`src/rtl/h14tx_island_scheduler_if.sv`:
```
`default_nettype none
// ============================================================================
//  Module      : h14tx_island_scheduler_if
//  Description : Packet beat stream from the HDMI 1.4 packet builder to the
//                Data Island scheduler. One beat per character, 32 beats per
//                packet, pre-BCH-coded nibbles.
//  Signals     : pkt_valid  builder -> scheduler  beat valid
//                pkt_ready  scheduler -> builder  beat accepted (valid&ready)
//                pkt_last   builder -> scheduler  beat 31 of the packet
//                pkt_hdr    builder -> scheduler  header bit for ch0 bit2
//                pkt_ch1    builder -> scheduler  subpacket nibble, channel 1
//                pkt_ch2    builder -> scheduler  subpacket nibble, channel 2
//  Modports    : master = packet builder, slave = scheduler
//  Revision    : 1.0  initial release
// ============================================================================
interface h14tx_island_scheduler_if;
    logic       pkt_valid;
    logic       pkt_ready;
    logic       pkt_last;
    logic       pkt_hdr;
    logic [3:0] pkt_ch1;
    logic [3:0] pkt_ch2;

    modport master (
        output pkt_valid,
        output pkt_last,
        output pkt_hdr,
        output pkt_ch1,
        output pkt_ch2,
        input  pkt_ready
    );

    modport slave (
        input  pkt_valid,
        input  pkt_last,
        input  pkt_hdr,
        input  pkt_ch1,
        input  pkt_ch2,
        output pkt_ready
    );
endinterface
`default_nettype wire

```
`src/rtl/h14tx_island_scheduler.sv`:
```
`default_nettype none
// ============================================================================
//  Module      : h14tx_island_scheduler
//  Description : HDMI 1.4 TX period scheduler. During blanking it opens Data
//                Island periods (preamble, leading guard band, 1..MAX_PKTS
//                32-character packets, trailing guard band) and feeds the
//                per-channel period select, CTL bits and TERC4 nibbles.
//  Parameters  : MAX_PKTS  packets per Data Island period (1..18)
//                MIN_CTRL  control characters required before a preamble
//  Macro       : H14TX_VIDEO_PREAMBLE_EN  adds the video preamble (8 chars,
//                CTL=0001) and video guard band (2 chars) ahead of active
//                video, and reserves 10 extra blanking characters for them.
//  Ports       : clk                pixel clock
//                rst_n              asynchronous active-low reset
//                de_i               video data enable
//                hsync_i, vsync_i   syncs, carried on ch0 bits 0/1
//                blank_remaining_i  blanking characters left before de_i rises
//                pkt_if             packet beat stream (slave side)
//                period_o           0 CTRL,1 VIDEO,2 VID_GUARD,3 DI_GUARD,4 DI_DATA
//                ctl_o              {CTL3..CTL0}, meaningful in CTRL periods
//                ch0_o..ch2_o       TERC4 nibbles per channel
//                err_o              one-cycle protocol-error pulse
//  Revision    : 1.0  initial release
// ============================================================================
module h14tx_island_scheduler #(
    parameter int MAX_PKTS = 18,
    parameter int MIN_CTRL = 4
) (
    input  wire        clk,
    input  wire        rst_n,
    input  wire        de_i,
    input  wire        hsync_i,
    input  wire        vsync_i,
    input  wire [15:0] blank_remaining_i,
    h14tx_island_scheduler_if.slave pkt_if,
    output logic [2:0] period_o,
    output logic [3:0] ctl_o,
    output logic [3:0] ch0_o,
    output logic [3:0] ch1_o,
    output logic [3:0] ch2_o,
    output logic       err_o
);

    // ------------------------------------------------------------------
    // Constants
    // ------------------------------------------------------------------
    localparam logic [2:0] PERIOD_CTRL      = 3'd0;
    localparam logic [2:0] PERIOD_VIDEO     = 3'd1;
    localparam logic [2:0] PERIOD_VID_GUARD = 3'd2;
    localparam logic [2:0] PERIOD_DI_GUARD  = 3'd3;
    localparam logic [2:0] PERIOD_DI_DATA   = 3'd4;

    localparam logic [3:0] CTL_DI_PRE  = 4'b0101;
    localparam logic [3:0] CTL_VID_PRE = 4'b0001;

`ifdef H14TX_VIDEO_PREAMBLE_EN
    localparam int VID_OVH = 10;
`else
    localparam int VID_OVH = 0;
`endif

    // Blanking needed to open an island: 8 preamble + 2 guard + 32 packet
    // + 2 guard = 44, then MIN_CTRL control characters and the video lead-in.
    localparam logic [15:0] DI_START_MIN = 16'(44 + MIN_CTRL + VID_OVH);
    // Blanking needed at beat 31 to append one more packet: 32 + 2 guard.
    localparam logic [15:0] DI_NEXT_MIN  = 16'(34 + MIN_CTRL + VID_OVH);
    localparam logic [7:0]  CTRL_MIN     = 8'(MIN_CTRL);
    localparam logic [4:0]  PKTS_MAX     = 5'(MAX_PKTS);

    typedef enum logic [2:0] {
        S_CTRL    = 3'd0,
        S_DI_PRE  = 3'd1,
        S_DI_LGB  = 3'd2,
        S_DI_PKT  = 3'd3,
        S_DI_TGB  = 3'd4,
        S_VID_PRE = 3'd5,
        S_VID_GB  = 3'd6,
        S_VIDEO   = 3'd7
    } state_t;

    // ------------------------------------------------------------------
    // State
    // ------------------------------------------------------------------
    state_t     state_q,    state_d;
    logic [2:0] phase_q,    phase_d;     // character index inside preamble/guard
    logic [4:0] beat_q,     beat_d;      // authoritative packet framing
    logic [4:0] pkts_q,     pkts_d;      // packets opened in this island
    logic [7:0] ctrl_cnt_q, ctrl_cnt_d;  // consecutive CTRL characters, saturating

    logic [2:0] period_q,   period_d;
    logic [3:0] ctl_q,      ctl_d;
    logic [3:0] ch0_q,      ch0_d;
    logic [3:0] ch1_q,      ch1_d;
    logic [3:0] ch2_q,      ch2_d;
    logic       ready_q,    ready_d;
    logic       err_q,      err_d;

    logic       w_beat_last;
    logic       w_vid_pre_go;
    logic       w_abort;
    logic       w_abort_err;
    logic [1:0] w_sync;

    assign w_sync      = {vsync_i, hsync_i};
    assign w_beat_last = (beat_q == 5'd31);

    // de_i is only legitimately high in the video guard band or in video;
    // anywhere else it forces an immediate jump to VIDEO.
    assign w_abort = de_i && (state_q != S_VIDEO) && (state_q != S_VID_GB);

`ifdef H14TX_VIDEO_PREAMBLE_EN
    assign w_vid_pre_go = (blank_remaining_i == 16'd10);
    // With the video lead-in enabled every early de_i rise skipped it.
    assign w_abort_err  = 1'b1;
`else
    assign w_vid_pre_go = 1'b0;
    // Without a lead-in, CTRL->VIDEO on de_i is the normal video start;
    // only an interrupted island is an error.
    assign w_abort_err  = (state_q != S_CTRL);
`endif

    // ------------------------------------------------------------------
    // Next state and next outputs
    // ------------------------------------------------------------------
    always_comb begin
        state_d    = state_q;
        phase_d    = phase_q;
        beat_d     = beat_q;
        pkts_d     = pkts_q;
        ctrl_cnt_d = 8'd0;
        period_d   = PERIOD_CTRL;
        ctl_d      = 4'd0;
        ch0_d      = {2'b00, w_sync};
        ch1_d      = 4'd0;
        ch2_d      = 4'd0;
        err_d      = 1'b0;

        case (state_q)
            S_CTRL: begin
                ctrl_cnt_d = (ctrl_cnt_q == 8'hFF) ? ctrl_cnt_q : ctrl_cnt_q + 8'd1;
                if (w_vid_pre_go) begin
                    state_d = S_VID_PRE;
                    phase_d = 3'd0;
                end else if ((ctrl_cnt_q >= CTRL_MIN) && pkt_if.pkt_valid &&
                             (blank_remaining_i >= DI_START_MIN)) begin
                    state_d = S_DI_PRE;
                    phase_d = 3'd0;
                end
            end

            S_DI_PRE: begin
                ctl_d   = CTL_DI_PRE;
                phase_d = phase_q + 3'd1;
                if (phase_q == 3'd7) begin
                    state_d = S_DI_LGB;
                    phase_d = 3'd0;
                end
            end

            S_DI_LGB: begin
                period_d = PERIOD_DI_GUARD;
                ch0_d    = {2'b11, w_sync};
                phase_d  = phase_q + 3'd1;
                if (phase_q == 3'd1) begin
                    state_d = S_DI_PKT;
                    phase_d = 3'd0;
                    beat_d  = 5'd0;
                    pkts_d  = 5'd1;
                end
            end

            S_DI_PKT: begin
                period_d = PERIOD_DI_DATA;
                // Bit 3 is first_n: low only on beat 0 of each packet.
                ch0_d    = {(beat_q != 5'd0), pkt_if.pkt_hdr, w_sync};
                if (pkt_if.pkt_valid) begin
                    ch1_d = pkt_if.pkt_ch1;
                    ch2_d = pkt_if.pkt_ch2;
                end
                // Blanking timing is fixed, so a missing beat is sent as zeros
                // and a wrong pkt_last is only flagged; framing follows beat_q.
                err_d  = !pkt_if.pkt_valid || (pkt_if.pkt_last != w_beat_last);
                beat_d = beat_q + 5'd1;
                if (w_beat_last) begin
                    if ((pkts_q < PKTS_MAX) && pkt_if.pkt_valid &&
                        (blank_remaining_i >= DI_NEXT_MIN)) begin
                        pkts_d = pkts_q + 5'd1;
                    end else begin
                        state_d = S_DI_TGB;
                        phase_d = 3'd0;
                    end
                end
            end

            S_DI_TGB: begin
                period_d = PERIOD_DI_GUARD;
                ch0_d    = {2'b11, w_sync};
                phase_d  = phase_q + 3'd1;
                if (phase_q == 3'd1) begin
                    state_d = S_CTRL;
                    phase_d = 3'd0;
                end
            end

            S_VID_PRE: begin
                ctl_d   = CTL_VID_PRE;
                phase_d = phase_q + 3'd1;
                if (phase_q == 3'd7) begin
                    state_d = S_VID_GB;
                    phase_d = 3'd0;
                end
            end

            S_VID_GB: begin
                period_d = PERIOD_VID_GUARD;
                phase_d  = phase_q + 3'd1;
                if (phase_q == 3'd1) begin
                    state_d = S_VIDEO;
                    phase_d = 3'd0;
                end
            end

            S_VIDEO: begin
                if (de_i) begin
                    period_d = PERIOD_VIDEO;
                end else begin
                    // de_i fell: this character is already blanking.
                    state_d = S_CTRL;
                end
            end

            default: begin
                state_d = S_CTRL;
            end
        endcase

        // A partially sent packet is simply dropped; the builder flushes
        // itself when it sees the video period.
        if (w_abort) begin
            state_d    = S_VIDEO;
            phase_d    = 3'd0;
            ctrl_cnt_d = 8'd0;
            period_d   = PERIOD_VIDEO;
            ctl_d      = 4'd0;
            ch0_d      = {2'b00, w_sync};
            ch1_d      = 4'd0;
            ch2_d      = 4'd0;
            err_d      = w_abort_err;
        end

        // Ready is registered one character ahead so it is high exactly
        // while the state register holds DI_PKT, i.e. while beats are taken.
        ready_d = (state_d == S_DI_PKT);
    end

    // ------------------------------------------------------------------
    // Registers
    // ------------------------------------------------------------------
    always_ff @(posedge clk or negedge rst_n) begin
        if (!rst_n) begin
            state_q    <= S_CTRL;
            phase_q    <= 3'd0;
            beat_q     <= 5'd0;
            pkts_q     <= 5'd0;
            ctrl_cnt_q <= 8'd0;
            period_q   <= PERIOD_CTRL;
            ctl_q      <= 4'd0;
            ch0_q      <= 4'd0;
            ch1_q      <= 4'd0;
            ch2_q      <= 4'd0;
            ready_q    <= 1'b0;
            err_q      <= 1'b0;
        end else begin
            state_q    <= state_d;
            phase_q    <= phase_d;
            beat_q     <= beat_d;
            pkts_q     <= pkts_d;
            ctrl_cnt_q <= ctrl_cnt_d;
            period_q   <= period_d;
            ctl_q      <= ctl_d;
            ch0_q      <= ch0_d;
            ch1_q      <= ch1_d;
            ch2_q      <= ch2_d;
            ready_q    <= ready_d;
            err_q      <= err_d;
        end
    end

    assign period_o         = period_q;
    assign ctl_o            = ctl_q;
    assign ch0_o            = ch0_q;
    assign ch1_o            = ch1_q;
    assign ch2_o            = ch2_q;
    assign err_o            = err_q;
    assign pkt_if.pkt_ready = ready_q;

endmodule
`default_nettype wire

```
`src/flat_wrapper.sv`:
```
// flat-port wrapper written by rule: the top's interface ports become plain ports
module h14tx_island_scheduler_flat 
#(
    parameter int MAX_PKTS = 18,
    parameter int MIN_CTRL = 4
)
  (clk, rst_n, de_i, hsync_i, vsync_i, blank_remaining_i, period_o, ctl_o, ch0_o, ch1_o, ch2_o, err_o, pkt_if_pkt_valid, pkt_if_pkt_last, pkt_if_pkt_hdr, pkt_if_pkt_ch1, pkt_if_pkt_ch2, pkt_if_pkt_ready);
  h14tx_island_scheduler_if pkt_if_i ();
  input  wire clk;
  input  wire rst_n;
  input  wire de_i;
  input  wire hsync_i;
  input  wire vsync_i;
  input  wire [15:0] blank_remaining_i;
  output logic [2:0] period_o;
  output logic [3:0] ctl_o;
  output logic [3:0] ch0_o;
  output logic [3:0] ch1_o;
  output logic [3:0] ch2_o;
  output logic err_o;
  input wire logic [$bits(pkt_if_i.pkt_valid)-1:0] pkt_if_pkt_valid;
  input wire logic [$bits(pkt_if_i.pkt_last)-1:0] pkt_if_pkt_last;
  input wire logic [$bits(pkt_if_i.pkt_hdr)-1:0] pkt_if_pkt_hdr;
  input wire logic [$bits(pkt_if_i.pkt_ch1)-1:0] pkt_if_pkt_ch1;
  input wire logic [$bits(pkt_if_i.pkt_ch2)-1:0] pkt_if_pkt_ch2;
  output wire logic [$bits(pkt_if_i.pkt_ready)-1:0] pkt_if_pkt_ready;
  assign pkt_if_i.pkt_valid = pkt_if_pkt_valid;
  assign pkt_if_i.pkt_last = pkt_if_pkt_last;
  assign pkt_if_i.pkt_hdr = pkt_if_pkt_hdr;
  assign pkt_if_i.pkt_ch1 = pkt_if_pkt_ch1;
  assign pkt_if_i.pkt_ch2 = pkt_if_pkt_ch2;
  assign pkt_if_pkt_ready = pkt_if_i.pkt_ready;
  h14tx_island_scheduler #(.MAX_PKTS(MAX_PKTS), .MIN_CTRL(MIN_CTRL)) u_core (.clk(clk), .rst_n(rst_n), .de_i(de_i), .hsync_i(hsync_i), .vsync_i(vsync_i), .blank_remaining_i(blank_remaining_i), .pkt_if(pkt_if_i), .period_o(period_o), .ctl_o(ctl_o), .ch0_o(ch0_o), .ch1_o(ch1_o), .ch2_o(ch2_o), .err_o(err_o));
endmodule
```
`config.mk`:
```
export PLATFORM = sky130hd
export DESIGN_NAME = h14tx_island_scheduler_flat
export DESIGN_NICKNAME = d
export VERILOG_FILES = /design/src/rtl/h14tx_island_scheduler_if.sv /design/src/rtl/h14tx_island_scheduler.sv /design/src/flat_wrapper.sv
export SDC_FILE = /design/constraint.sdc
export NUM_CORES = 1
export LEC_CHECK = 0
export ABC_AREA = 1
export BUFFER_PORTS_ARGS = -buffer_cell sky130_fd_sc_hd__buf_2
export CAP_MARGIN = 20
export CORE_ASPECT_RATIO = 0.6
export CORE_UTILIZATION = 57
export DETAILED_ROUTE_END_ITERATION = 10
export HOLD_SLACK_MARGIN = 0.15
export PLACE_DENSITY = 0.95
export SYNTH_ARGS = -nofsm -noshare
export SYNTH_HDL_FRONTEND = slang
export SYNTH_SLANG_ARGS = --single-unit
export TNS_END_PERCENT = 100
```
`constraint.sdc`:
```
create_clock -name clk -period 4.4 [get_ports clk]
set_input_delay 0.22 -clock clk [delete_from_list [all_inputs] [get_ports clk]]
set_output_delay 0.22 -clock clk [all_outputs]
set_load 0.02 [all_outputs]
```
# == Word-level counts from Yosys, hierarchy flattened ==
# Cells that the tools add are included.
# W data, S select, Z words.
# word_totals
register_bits,44
input_bits,32
output_inout_bits,21
elab_cells,103
# op_classes
add_sub_neg,4
n_lt_le_gt_ge,4
n_eq_ne,22
mux,42
reduce_logical,19
# ops
op,n
$mux W3,18
$ge A16 B6 Y1 const B,2
$mux W4,7
$mux W8,3
$pmux W3 S4,2
$pmux W3 S8,1
$mux W5,4
$pmux W5 S2,2
$eq A3 B3 Y1 const B,5
$add A5 B1 Y5 const B,2
$reduce_bool A5 Y1,2
$eq A3 B2 Y1 const B,3
$add A8 B1 Y8 const B,1
$eq A8 B8 Y1 const B,1
$ge A8 B3 Y1 const B,1
$pmux W4 S2,1
$reduce_and A4 Y1,2
$eq A3 B1 Y1 const B,2
$logic_and A1 B1 Y1,6
$ne A2 B1 Y1 const B,3
$ne A3 B1 Y1 const B,2
$ne A3 B2 Y1 const B,2
$ne A3 B3 Y1 const B,2
$pmux W3 S2,1
other kinds (13),16

# == Logic depth before layout (Yosys ltp) ==
# Gate-level depths: netlist of run 1.
# depth
word_depth,8
ltp_mapped,10

# == Worst setup path before layout of run 1 ==
# Ideal clock, no wire load.
# synth_timing
path_type,register -> register
start,register u_core.beat_q[0]
end,register u_core.pkts_q[1]
setup_ns,0.117
arrival_ns,1.292
slack_ns,2.991
path_stages_with_launch,10
n_path_buf,0
period_less_slack_ns,1.409
cell_sequence,dfrtp_1 -> ha_1 -> nand2_1 -> nor2_1 -> ha_1 -> nand4_1 -> nand2_2 -> inv_1 -> nand2_1 -> nand2_1
# synth_between
elab_chain_cells,3
# synth_rtl
item,line,source
from (decl),h14tx_island_scheduler.sv:86,"logic [4:0] beat_q, beat_d;"
from (signal assigned),h14tx_island_scheduler.sv:276,beat_q <= beat_d;
$eq A5 B5 Y1,h14tx_island_scheduler.sv:105,assign w_beat_last = (beat_q == 5'd31);
$ne A2 B1 Y1 (no source line),n/a,
$reduce_and A4 Y1 (no source line),n/a,
to (signal assigned),h14tx_island_scheduler.sv:277,pkts_q <= pkts_d;
to (decl),h14tx_island_scheduler.sv:87,"logic [4:0] pkts_q, pkts_d;"
# Every way passes these cells.
# A chain may end at the register's enable or synchronous reset.

# == Final worst setup path of run 1 ==
# layout_timing
start,register u_core.beat_q[0]
end,register u_core.pkts_q[4]
# The elaborated chain is that of the path after synthesis.

==> summary.txt, run 1 <==
Synth
  • Mapped Avg Cell Area: about 8.5 µm²
  • Cell count after synthesis: roughly 260
  • Cell taking the most area after synthesis: dfrtp_1
  • Synth Register Bits: between 40 and 50
  • Top cell type's share of synthesized area: 0.479
  • Post-Syn Area: roughly 2200 µm²
  • Seq/Total Area, Yosys: 0.479
  • Most frequent cell after synthesis: nand2_1
  • Post-synth EDFFs: 0
  • Post-synth ARST share: 1.00
  • Top FF cell, synth: dfrtp_1
  • Largest cells by area after synthesis: dfrtp_1 48%, nand2_1 8.9%, ha_1 5.6%
  • Synth warn: 0
  • Synth cell types: 34
  • Top post-synthesis cells by count: 53 x nand2_1, 43 x dfrtp_1, 33 x inv_1

Min path
  • Worst Hold Depth: 3
  • Worst hold start: pkt_if_pkt_hdr
  • Hold path endpoint: u_core.ch0_o[2]
  • Worst Hold Class: primary input to register

Clock network
  • Clock root cell: clkbuf_8
  • TritonCTS Sinks: 43
  • Clock Latency Late Sink: about 0.3 ns
  • CTS Buf Count: 5
  • Postcts setup bufs: 0
  • Htree depth: 2
  • Clock slew at reported path FFs: approximately 0.080 ns
  • CTS max path bufs: 2
  • CTS tree: built
  • Post-CTS Resized: 0

GRT
  • Largest net degree at the start of global routing: 44
  • All-Layer GR Usage: 0.294
  • Overflow after GRT: 0
  • Global-route wire length before repair: 9200 µm
  • Initial antenna violation count: 0
  • Vias in the first global route: ~2000

Setup path
  • Startpoint Class: register
  • R2R cell count: 9
  • FF-to-FF End: u_core.pkts_q[4]
  • Crit Path Category: register to register
  • RR Startpoint: u_core.beat_q[0]
  • Crit path max fanout: 6
  • Arrival @ worst endpoint: approximately 1.9 ns
  • Data required, critical path: 4.59 ns
  • Reg2Reg Setup Slack: roughly 2.7 ns
  • Nature of the critical path endpoint: register

Finish
  • Fillers: about 250
  • Ant diodes: 0
  • Share of cells above drive strength 1: 0.245
  • Fin area: approximately 2700 µm²
  • Final Net Count: about 370
  • Area growth, synth to finish: 20.4%

Route
  • DRC violations left: 0
  • Pre-antenna DRT Iters: 6
  • Routed len/inst: 14.9 µm
  • Via/cell ratio: about 5.5
  • Final wirelength: 5590 µm
  • Routed Antenna Nets: 0
  • Iter 0 DRT Violations: ~190
  • DR vias: roughly 2000

STA
  • Relative slew slack: 0.394
  • Worst Skew: approximately 0.0095 ns
  • Setup TNS: 0 ns
  • Least-Margin Pin Slew: a little over 0.9 ns
  • Hold Fails Final Rpt: 0
  • Max-slew violation count: 0
  • Crit path time final: ~1.7 ns
  • Setup violations, final: 0
  • Fin crit share: 0.386
  • Achievable Freq: 589 MHz
  • Unrepaired setup endpoints after global routing: no

Placed design
  • Buffers added on ports: 49
  • Placed Instance Area: between 2000 and 3000 µm²
  • RD Place Congestion: approximately 0.98
  • DP HPWL: roughly 3800 µm

Power and ir drop
  • Pwr Total: around 1.3 mW
  • Max VDD drop: approximately 0.35 mV
  • Leak: around 1.4 nW
  • Pwr dens: between 400 and 500 nW/µm²

Floorplan
  • Die height: about 51 µm
  • Die width: a little over 80 µm
  • Die ar.: 4200 µm²
  • FP Rows: 17
  • Starting density of the core: 0.603
  • Core area: ~3700 µm²
  • # IOs: 53

Run status
  • Status: completed

Run
  • # Max-Cap Violations: 0
==> worst max-delay path by stage <==
stage	cells past startpoint	from	end
2_1_floorplan	9	u_core.beat_q[0]	u_core.pkts_q[1]
3_3_place_gp	9	u_core.beat_q[0]	u_core.pkts_q[1]
3_5_place_dp	9	u_core.beat_q[1]	u_core.pkts_q[4]
4_1_cts	9	u_core.beat_q[1]	u_core.pkts_q[4]
5_1_grt	9	u_core.beat_q[1]	u_core.pkts_q[4]
6_report	9	u_core.beat_q[0]	u_core.pkts_q[4]
==> per-stage QoR <==
stage          std cells  hold WS (ns)  utilization  setup WS (ns)
6_report             374         0.162        0.726           2.70
3_3_place_gp         355         0.328        0.674           2.84
2_1_floorplan        264       -0.0756            -           2.99
5_1_grt              374         0.185        0.726           2.56
4_1_cts              374         0.162        0.726           2.76
3_5_place_dp         355         0.330        0.674           2.79
==> cells in the final DEF (no fill, tap or decap), drive strengths merged, types with 2 or more instances in the layout <==
cell / n
a22oi: 3
nand4: 3
xor2: 4
o21ai: 14
nand3: 21
a21oi: 8
a211oi: 2
nand2: 58
dfrtp: 43
nor4: 2
ha: 10
dlygate4sd3: 11
conb: 2
nor2: 35
clkbuf: 6
inv: 41
buf: 49
nor3: 6
o22ai: 2
==> layer usage <==
layer / track usage / share of wire / vias to the layer above / routed length, µm
met5: 0 / 0 / - / 0
met4: 0.175 / 0.039 / 0 / 219
met3: 0.0757 / 0.090 / 28 / 504
met2: 0.484 / 0.45 / 128 / 2510
met1: 0.357 / 0.42 / 935 / 2360
li1: - / - / 960 / -
==> state kept, by name (all words and copies together) (netlist names) <==
name / count
u_core.pkt_if.pkt_ready: 1
u_core.pkts_q: 5
u_core.ch1_o: 4
u_core.state_q: 3
u_core.ctrl_cnt_q: 8
u_core.ch2_o: 4
u_core.err_o: 1
u_core.phase_q: 3
u_core.ctl_o: 2
u_core.period_o: 3
u_core.ch0_o: 4
u_core.beat_q: 5
==> logic make-up (layout without fill, tap and decap cells) <==
group                    after synthesis  in the layout  synth area share
flip-flops                            43             43             0.479
other                                  1              2           0.00167
XOR/XNOR                               5              5            0.0195
buffers and inverters                 46            109            0.0886
AO/OA/AOI/OAI                         32             32            0.0886
adder cells (fa/ha/maj)               10             10            0.0557
AND/OR/NAND/NOR                      126            126             0.266
==> worst max-delay path, stage by stage, from the launching register on <==
cell     delay (ns)
dfrtp_1        0.37
ha_1           0.17
nand2_1        0.08
nor2_1         0.12
ha_1           0.27
nand4_1        0.18
nand2_2        0.16
inv_1          0.10
nand2_1        0.08
nand2_1        0.06
==> final cells by class <==
type / count / area [µm²] / share of cell area
Sequential cell: 43 / 1080 / 0.398
Multi-Input combinational cell: 175 / 973 / 0.360
Timing Repair Buffer: 60 / 355 / 0.131
Inverter: 41 / 154 / 0.0569
Clock buffer: 6 / 72.6 / 0.0269
Tap cell: 47 / 58.8 / 0.0218
Clock inverter: 2 / 12.5 / 0.00463
==> what timing repair did <==
action	4_1_cts	5_1_grt
endpoints found under the hold margin	53	0
hold buffers	11	0
setup endpoints to repair	0	0
==> power by group <==
group,leakage [nW],internal [mW],switching [mW]
registers,0.569,0.467,0.0648
clock network,0.0412,0.111,0.132
logic,0.810,0.162,0.334
Power figures use the tool's default switching activity.
==> inputs of run 2 (changes only) <==
--- a/config.mk
+++ b/config.mk
@@ -9,10 +9,10 @@
 export BUFFER_PORTS_ARGS = -buffer_cell sky130_fd_sc_hd__buf_2
 export CAP_MARGIN = 20
 export CORE_ASPECT_RATIO = 0.6
-export CORE_UTILIZATION = 57
+export CORE_UTILIZATION = 53
 export DETAILED_ROUTE_END_ITERATION = 10
 export HOLD_SLACK_MARGIN = 0.15
-export PLACE_DENSITY = 0.95
+export PLACE_DENSITY = 0.9
 export SYNTH_ARGS = -nofsm -noshare
 export SYNTH_HDL_FRONTEND = slang
 export SYNTH_SLANG_ARGS = --single-unit
==> constraint.sdc (replaced) <==
create_clock -name clk -period 1.77 [get_ports clk]
set_input_delay 0.0885 -clock clk [delete_from_list [all_inputs] [get_ports clk]]
set_output_delay 0.0885 -clock clk [all_outputs]
set_load 0.02 [all_outputs]
==> summary.txt, run 2 (synthesis results as in run 1) <==
Run status
  • Status: completed (unchanged)

Route
  • Pre-antenna DRT Iters: 4 (was 6)
  • Via/cell ratio: 4.91 (was 5.48)
  • Final wirelength: 5100 µm (was 5590 µm)
  • DRC violations left: 0 (unchanged)
  • Routed Antenna Nets: 0 (unchanged)
  • Routed len/inst: 13.0 µm (was 14.9 µm)
  • Iter 0 DRT Violations: 108 (was 191)
  • DR vias: 1919 (was 2051)

Clock network
  • Htree depth: 2 (unchanged)
  • CTS Buf Count: 5 (unchanged)
  • Clock slew at reported path FFs: 0.08 ns (about the same)
  • Clock root cell: clkbuf_8 (unchanged)
  • TritonCTS Sinks: 43 (unchanged)
  • Postcts setup bufs: 0 (unchanged)
  • CTS tree: built (unchanged)
  • CTS max path bufs: 2 (unchanged)
  • Clock Latency Late Sink: 0.30 ns (about the same)

STA
  • Setup violations, final: 0 (unchanged)
  • Achievable Freq: 619 MHz (was 589 MHz)
  • Crit path time final: 1.61 ns (was 1.70 ns)
  • Max-slew violation count: 0 (unchanged)
  • Least-Margin Pin Slew: 0.535 ns (was 0.910 ns)
  • Fin crit share: 0.912 (was 0.386)
  • Setup TNS: 0 ns (unchanged)
  • Relative slew slack: 0.643 (was 0.394)
  • Hold Fails Final Rpt: 0 (unchanged)
  • Unrepaired setup endpoints after global routing: no (unchanged)
  • Worst Skew: 0.00525 ns (was 0.00951 ns)

Finish
  • Max reg flops: 8 (unchanged)
  • Regs by FF count: u_core.ctrl_cnt_q: 8 flops, u_core.beat_q: 5 flops, u_core.pkts_q: 5 flops (unchanged)
  • Most common cell after layout, fill and taps aside: nand2_1 (unchanged)
  • Most frequent cells in the layout: 53 x nand2_1, 49 x buf_2, 43 x dfrtp_1, 33 x inv_1, 30 x nor2_1 (unchanged)
  • Fillers: 276 (was 254)
  • Area growth, synth to finish: 24.1% (was 20.4%)
  • Ant diodes: 0 (unchanged)
  • Share of cells above drive strength 1: 0.251 (was 0.245)
  • Most flops, register: u_core.ctrl_cnt_q (unchanged)
  • Final Net Count: 375 (was 368)

Setup path
  • Arrival @ worst endpoint: 1.81 ns (was 1.89 ns)
  • Nature of the critical path endpoint: register (unchanged)
  • Startpoint Class: register (unchanged)
  • Crit path max fanout: 6 (unchanged)
  • Data required, critical path: 1.96 ns (was 4.59 ns)
  • Crit Path Category: register to register (unchanged)

Placed design
  • Buffers added on ports: 49 (unchanged)
  • RD Place Congestion: 0.863 (was 0.981)
  • DP HPWL: 3400 µm (was 3760 µm)

Min path
  • Worst Hold Class: primary input to asynchronous set/reset pin (was primary input to register)

GRT
  • Vias in the first global route: 1820 (was 2004)
  • Initial antenna violation count: 0 (unchanged)
  • Largest net degree at the start of global routing: 44 (unchanged)
  • Overflow after GRT: 0 (unchanged)
  • Global-route wire length before repair: 8440 µm (was 9200 µm)
  • All-Layer GR Usage: 0.252 (was 0.294)

Run
  • # Max-Cap Violations: 0 (unchanged)

Floorplan
  • Die ar.: 4510 µm² (was 4200 µm²)
  • Die height: 52.4 µm (was 50.6 µm)
  • # IOs: 53 (unchanged)
  • FP Rows: 17 (unchanged)
  • Die width: 86.0 µm (was 83.0 µm)
  • Core area: 3850 µm² (was 3720 µm²)
  • Starting density of the core: 0.583 (was 0.603)

Power and ir drop
  • Pwr Total: 3.20 mW (was 1.27 mW)
  • Pwr dens: 1150 nW/µm² (was 470 nW/µm²)
  • Leak: 1.45 nW (was 1.42 nW)
  • Max VDD drop: 0.870 mV (was 0.350 mV)
run 2: power breakdown:
group | switching, mW | internal, mW | leakage, nW
combinational | 0.812 | 0.432 | 0.840
sequential | 0.156 | 1.16 | 0.569
clock | 0.354 | 0.282 | 0.0408
total | 1.32 | 1.88 | 1.45
run 2: final cells by class:
type	count	area, µm²	area share
tap	57	71.3	0.0256
clock inverter	3	23.8	0.00854
timing repair buffer	67	418	0.150
inverter	41	154	0.0553
multi-input combinational	175	973	0.350
clock buffer	5	68.8	0.0247
sequential	43	1080	0.386
run 2: metal layers:
layer | vias to the layer above | global-route usage | routed length [µm]
met5 | - | 0 | 0
met4 | 0 | 0.0500 | 35
met3 | 6 | 0.0598 | 300
met2 | 57 | 0.415 | 2300
met1 | 885 | 0.343 | 2450
li1 | 971 | - | -
run 2: path summary, 6_finish.rpt:
path / slack (ns) / start / cells after the start / to
max: 0.16 / u_core.beat_q[0] / 9 / u_core.pkts_q[1]
min: 0.38 / rst_n / 3 / u_core.pkts_q[1]
max reg2reg: 0.16 / u_core.beat_q[0] / 9 / u_core.pkts_q[1]
min reg2reg: 0.53 / u_core.pkts_q[4] / 2 / u_core.pkts_q[4]
max in group asynchronous: 1.02 / rst_n / 3 / u_core.ch2_o[2]
min in group clk: 0.42 / blank_remaining_i[10] / 8 / u_core.state_q[2]
run 2: repair_timing:
item	in CTS	in global routing
endpoints found under the hold margin	58	0
gates resized for setup	0	0
hold buffers	15	0
run 2: critical path: stages, from the launching register on:
cell and delay, ns:
dfrtp_1 0.38, ha_1 0.18, nand2_1 0.07, nor2_1 0.10, ha_1 0.24, nand4_1 0.18, nand2_2 0.16, inv_1 0.09
nand2_1 0.06, nand2_1 0.05
run 2: stage by stage:
stage / std cells / utilization / hold slack [ns] / cell area [µm²] / setup slack [ns]
6_report: 391 / 0.723 / 0.384 / 2790 / 0.156
5_1_grt: 391 / 0.723 / 0.417 / 2790 / 0.00703
4_1_cts: 391 / 0.723 / 0.387 / 2790 / 0.156
3_5_place_dp: 368 / 0.660 / 0.189 / 2540 / 0.169
3_3_place_gp: 368 / 0.660 / 0.188 / 2540 / 0.239
2_1_floorplan: 264 / - / -0.207 / 2250 / 0.361
